==> src/rtl/imem_loader.sv <==
// rtl/imem_loader.sv - 16-word instruction store loaded from a byte stream, read by the CPU fetch path.
module imem_loader #(
  parameter int DEPTH  = 16,
  parameter int ADDR_W = 4
) (
  input  logic        clk,
  input  logic        rst,
  input  logic        load_start,
  input  logic [4:0]  load_len,
  input  logic        load_abort,
  input  logic [7:0]  in_data,
  input  logic        in_valid,
  output logic        in_ready,
  output logic        busy,
  output logic        done,
  output logic        err,
  output logic        cpu_stall,
  input  logic [15:0] pc,
  output logic [15:0] instruction
);

  typedef enum logic [1:0] {
    S_IDLE = 2'd0,
    S_HI   = 2'd1,
    S_LO   = 2'd2,
    S_DONE = 2'd3
  } state_t;

  state_t            r_state;
  logic [15:0]       r_mem [DEPTH];
  logic [ADDR_W-1:0] r_cnt;
  logic [4:0]        r_len;
  logic [7:0]        r_hi;
  logic              r_in_ready;
  logic              r_busy;
  logic              r_done;
  logic              r_err;

  logic              w_len_ok;
  logic              w_accept;
  logic              w_last;

  assign w_len_ok = (load_len != 5'd0) && (load_len <= 5'(DEPTH));
  assign w_accept = in_valid && r_in_ready;
  assign w_last   = ({1'b0, r_cnt} == (r_len - 5'd1));

  always_ff @(posedge clk or posedge rst) begin
    if (rst) begin
      r_state    <= S_IDLE;
      r_cnt      <= '0;
      r_len      <= '0;
      r_hi       <= '0;
      r_in_ready <= 1'b0;
      r_busy     <= 1'b0;
      r_done     <= 1'b0;
      r_err      <= 1'b0;
      for (int i = 0; i < DEPTH; i++) r_mem[i] <= 16'h0000;
    end else begin
      r_done <= 1'b0;
      r_err  <= 1'b0;
      case (r_state)
        S_IDLE: begin
          if (load_start) begin
            if (w_len_ok) begin
              r_len      <= load_len;
              r_cnt      <= '0;
              r_state    <= S_HI;
              r_busy     <= 1'b1;
              r_in_ready <= 1'b1;
            end else begin
              r_err <= 1'b1;
            end
          end
        end
        S_HI: begin
          // Abort wins over a byte offered on the same edge.
          if (load_abort) begin
            r_state    <= S_IDLE;
            r_busy     <= 1'b0;
            r_in_ready <= 1'b0;
            r_err      <= 1'b1;
            r_hi       <= '0;
          end else if (w_accept) begin
            r_hi    <= in_data;
            r_state <= S_LO;
          end
        end
        S_LO: begin
          if (load_abort) begin
            r_state    <= S_IDLE;
            r_busy     <= 1'b0;
            r_in_ready <= 1'b0;
            r_err      <= 1'b1;
            r_hi       <= '0;
          end else if (w_accept) begin
            r_mem[r_cnt] <= {r_hi, in_data};
            if (w_last) begin
              r_state    <= S_DONE;
              r_in_ready <= 1'b0;
              r_done     <= 1'b1;
            end else begin
              r_cnt   <= r_cnt + 1'b1;
              r_state <= S_HI;
            end
          end
        end
        S_DONE: begin
          r_state <= S_IDLE;
          r_busy  <= 1'b0;
        end
        default: begin
          r_state    <= S_IDLE;
          r_busy     <= 1'b0;
          r_in_ready <= 1'b0;
        end
      endcase
    end
  end

  assign in_ready  = r_in_ready;
  assign busy      = r_busy;
  assign cpu_stall = r_busy;
  assign done      = r_done;
  assign err       = r_err;

  // Fetch returns NOP while loading or when the PC is beyond the store.
  always_comb begin
    instruction = 16'h0000;
    if (!r_busy && (pc < 16'(2 * DEPTH))) instruction = r_mem[pc[ADDR_W:1]];
  end

endmodule

==> config.mk <==
export PLATFORM = sky130hd
export DESIGN_NAME = imem_loader
export DESIGN_NICKNAME = d
export VERILOG_FILES = /design/src/rtl/imem_loader.sv
export SDC_FILE = /design/constraint.sdc
export NUM_CORES = 1
export LEC_CHECK = 0
export BUFFER_PORTS_ARGS = -buffer_cell sky130_fd_sc_hd__buf_2
export CORE_MARGIN = 2
export CORE_UTILIZATION = 56
export CTS_CLUSTER_DIAMETER = 100
export CTS_CLUSTER_SIZE = 14
export DETAILED_ROUTE_END_ITERATION = 10
export GPL_ROUTABILITY_DRIVEN = 0
export GPL_TIMING_DRIVEN = 0
export PLACE_DENSITY_LB_ADDON = 0.3
export SLEW_MARGIN = 20
export SYNTH_ARGS = -nofsm -noshare
export SYNTH_HDL_FRONTEND = slang
export SYNTH_SLANG_ARGS = --single-unit
==> constraint.sdc <==
create_clock -name clk -period 8.4 [get_ports clk]
set_input_delay 0.84 -clock clk [delete_from_list [all_inputs] [get_ports clk]]
set_output_delay 0.84 -clock clk [all_outputs]
set_load 0.005 [all_outputs]
Word level (Yosys, flattened, before mapping):

Cells that the tools add are included.

* bits of input ports: 34
* bits in registers: 279
* logic and storage cells: 108

* magnitude comparators: 5
* reductions and logical operators: 18
* multiplexer cells: 41
* eq/ne operators: 15
* bitwise logic cells: 3
* add/subtract/negate cells: 2

Operator list (number)
* $bwmux W256: 1
* $bmux W16 S4: 1
* $demux W16 S4: 1
* $mux W16: 4
* $mux W8: 3
* $mux W4: 5
* $lt A16 B6 Y1 const B: 1
* $pmux W8 S2: 1
* $mux W2: 7
* $ne A2 B2 Y1 const B: 7
* $mux W1: 13
* $reduce_and A3 Y1: 4
* $reduce_and A6 Y1: 2
* $ge A5 B5 Y1 const B: 2
* $not A4 Y5: 2
* $ne A3 B3 Y1 const B: 3
* $pmux W2 S4: 1
* $pmux W4 S2: 1
* $pmux W1 S3: 2
* $eq A4 B5 Y1: 1
* $le A5 B5 Y1 const B: 1
* $lt A5 B1 Y1 const B: 1
* $reduce_bool A5 Y1: 1
* $sub A5 B1 Y5 const B: 1
* 13 further kinds: 18

Longest topological paths before layout:

* depth after elaboration: 6
* depth in mapped cells: 9

Worst setup path before layout:

OpenSTA, ideal clock, no wires.

* path kind: input -> output
* from: input pc[3]
* to: output instruction[0]
* setup slack: 5.183 ns
* stages on the path: 6
* required time: 7.560 ns
* path buffers: 3
* arrival: 2.377 ns
* cells stage by stage: buf_2 -> buf_4 -> buf_2 -> mux4_2 -> mux4_2 -> nor2b_1

* cells in the longest elaborated chain, start to end: 5
* elaborated cells between the ends (all ways): 7
* classes of those cells: 1 x order compare; 4 x mux; 1 x bitwise; 1 x reduce/logical

RTL lines
* from (decl): RTL line 18 `input logic [15:0] pc,`
* parallel branches: the longest is 4 deep, another holds $lt A16 B6 Y1
* $mux W16 (*): RTL line 129 `if (!r_busy && (pc < 16'(2 * DEPTH))) instruction = r_mem[pc[ADDR_W:1]];`
* to (decl): RTL line 19 `output logic [15:0] instruction`

Every way passes the cells marked *. The select of a mux whose other input is x is not followed.

Worst setup path in the final report:

* from: input pc[3]
* to: output instruction[9]

Same word-level chain as after synthesis.

==> key figures <==
Route
  – Drt wl/cell: 22.1 um
  – First DRT Iteration DRCs: between 300 and 400
  – Final ANT Viol Nets: 0
  – Detailed-route DRC error count: 0
  – Total wire length: 26500 um
  – Via density: roughly 6.1
  – Via count: 7307
  – TritonRoute pass-1 iters: 4

Synth
  – Cells after synthesis: approximately 830
  – Mapped cell area: roughly 13000 um^2
  – Seq cells post-synth: ~280
  – Post-synth EDFFs: 0
  – Post-synth ARST share: 100%
  – Yosys cell types: 41
  – Sequential cell area fraction in the yosys report: a little over half
  – Synthesized area per cell: around 16 um^2
  – Synthesized Nets: 872
  – Ys Warns: 0
  – Synth Flop Type: dfrtp_1

Setup path
  – Crit-path max FO: 10
  – Worst Path Required: 7560 ps
  – FF-to-FF End: r_mem[235]
  – Critical Path Sink Type: primary output
  – Worst R2R Path Depth: 9
  – Crit path DAT: ~3000 ps
  – Worst path most repeated cell: buf_2
  – Reg2reg setup slack: 5500 ps
  – CP max stage delay: approximately 530 ps
  – Setup crit start kind: primary input
  – Crit path max-delay cell type: mux4_2
  – Worst setup path category: in2out
  – CP cell instances: buf_2 -> buf_4 -> buf_2 -> mux4_2 -> mux4_2 -> nor2b_1 -> buf_2
  – Worst R2R Start: r_state[0]

Cells and area
  – Layout cells sized above 1: 51.2%
  – Final instance area: between 10000 and 15000 um^2
  – Util after Layout: between 60% and 70%
  – Area growth from synthesis to layout: 10.6%
  – Nets: 954
  – ANT cells: 0
  – Non-Filler Instances: between 1000 and 1500

Power
  – Total power: between 2 and 3 mW
  – Leakage: between 7 and 8 nW
  – PwrDens: a little under 200 nW/um^2
  – Peak supply drop: approximately 0.16 mV

Clock network
  – Clk root buf: clkbuf_16
  – Post-CTS Repair Setup Buffers: 0
  – Clk pin slew, worst setup/hold paths: 60 ps
  – Gates resized, CTS repair: 0
  – TritonCTS buffer count: 23
  – CTS max path bufs: 3
  – TritonCTS clock tree: done
  – Worst skew pair latency: ~520 ps
  – Clock sinks: roughly 280
  – H-tree lvl count: 1
  – Hold_buf cts: 0

Timing
  – Max Fclk: 255 MHz
  – Relative slew slack: approximately half
  – Worst slew pin tran: around 750 ps
  – Max Slew Vio Count: 0
  – Tmin final: roughly 3900 ps
  – Setup TNS: 0 ps
  – Final number of setup-violating endpoints: 0
  – Final period utilization: roughly 47%
  – Post-route setup slack: 4480 ps
  – Skew final: 14.3 ps
  – Worst hold slack: approximately 400 ps
  – Final hold violations: 0
  – Unrepaired setup endpoints after global routing: no

Floorplanning
  – Core area: between 20000 and 25000 um^2
  – Die width: between 150 and 200 um
  – I/O Pins: 55
  – Total die area: roughly 24000 um^2
  – Die Span Y: ~160 um
  – Initial Util: a little under three fifths
  – Row count: 55

Global route
  – Vias in the first global route: approximately 7500
  – Pin count of the biggest net entering global routing: 35
  – Total Routing Usage GR: between 20 and 25%
  – First-pass GRT wire length: 42900 um
  – Total gr overflow: 0
  – Initial antenna violation count: 0

Placed design
  – Dpl cells: 1171
  – Port buffer count: between 40 and 50
  – Post-place instance area: around 14000 um^2
  – Dpl hpwl: ~19000 um
  – Pre-CTS setup slack: 4460 ps

Outcome
  – Status: finished clean

Min path
  – HP Class: in2async

Job
  – Total of max-cap violations: 0
==> sequential cells by signal (all words and copies together) (netlist names) <==
signal / count
busy: 1
done: 1
err: 1
in_ready: 1
r_cnt: 4
r_hi: 8
r_len: 5
r_mem: 256
r_state: 2
==> power by group <==
part           switching (mW)  internal, mW
logic                   0.233         0.158
registers              0.0735          1.41
clock network           0.451         0.486
==> worst max path at each step <==
stage / startpoint / to / slack, ps / depth (start not counted)
after global routing: pc[3] / instruction[0] / 4400 / 7
after global placement: rst / r_mem[36] / 2230 / 2
final: pc[3] / instruction[9] / 4480 / 7
after detailed placement: pc[3] / instruction[9] / 4460 / 7
after floorplan: rst / busy / 3870 / 1
after CTS: pc[3] / instruction[9] / 4450 / 7
==> per-layer routing <==
layer  vias up  global-route usage (%)  wire length [um]
met5         -                       0                 0
met4         0                    5.59               525
met3        39                    3.67              1380
met2       138                    35.9             12400
met1      3921                    34.4             12200
li1       3209                       -                 -
==> area by class of cell <==
class	instances	area, um^2
Buffer	62	322
Sequential cell	279	6980
Clock buffer	24	579
Clock inverter	1	8.76
Multi-Input combinational cell	477	5590
Tap cell	285	357
Fill cell	1664	8330
Inverter	11	45.0
Timing Repair Buffer	57	428
==> placed cells by master, fill, tap and decap left out, drive strengths merged, types with 2 or more instances in the layout <==
cell type,count
dfrtp,279
mux2,259
buf,97
mux4,79
clkbuf,46
nand2,37
nor2b,18
o21ai,12
inv,11
ha,9
nor2,9
xnor2,6
mux2i,6
a21oi,5
and2,4
nor4,4
nor3,3
a211oi,3
o22ai,2
and3,2
o21bai,2
a211o,2
or3,2
nand4,2
nor3b,2
==> Yosys cell counts (2+ instances only) <==
cell type / number / area (um^2)
buf_4: 13 / 97.6
ha_1: 9 / 113
inv_1: 11 / 41.3
xnor2_1: 6 / 52.6
dfrtp_1: 279 / 6980
nor3_1: 3 / 15.0
a211oi_1: 3 / 22.5
mux4_2: 79 / 1780
o22ai_1: 2 / 12.5
or3_1: 2 / 12.5
mux2_2: 253 / 2850
and2_1: 4 / 25.0
nor2b_1: 18 / 113
clkbuf_1: 22 / 82.6
nor2_1: 8 / 30.0
o21ai_0: 12 / 60.1
mux2i_1: 6 / 60.1
buf_2: 26 / 130
a211o_1: 2 / 17.5
and3_1: 2 / 12.5
nor4_1: 4 / 25.0
nand2_1: 29 / 109
a21oi_1: 5 / 25.0
o21bai_1: 2 / 15.0
mux2_1: 6 / 67.6
nand2_2: 8 / 50.1
==> cell families after synthesis <==
group,count (synthesis),share of synthesized area (%)
AOI/OAI and AO/OA,31,1.50
xor gates and xnor gates,6,0.406
adders and majority gates,9,0.871
buffers and inverters,73,2.81
DFF,279,54.0
muxes,344,36.8
and+or+nand+nor,87,3.66
==> worst max-delay path: cells and delay by family <==
kind	cells	cell delay, ps
buf+inv	4	1130
mux	2	940
simple gates	1	160
Power figures use the tool's default switching activity.
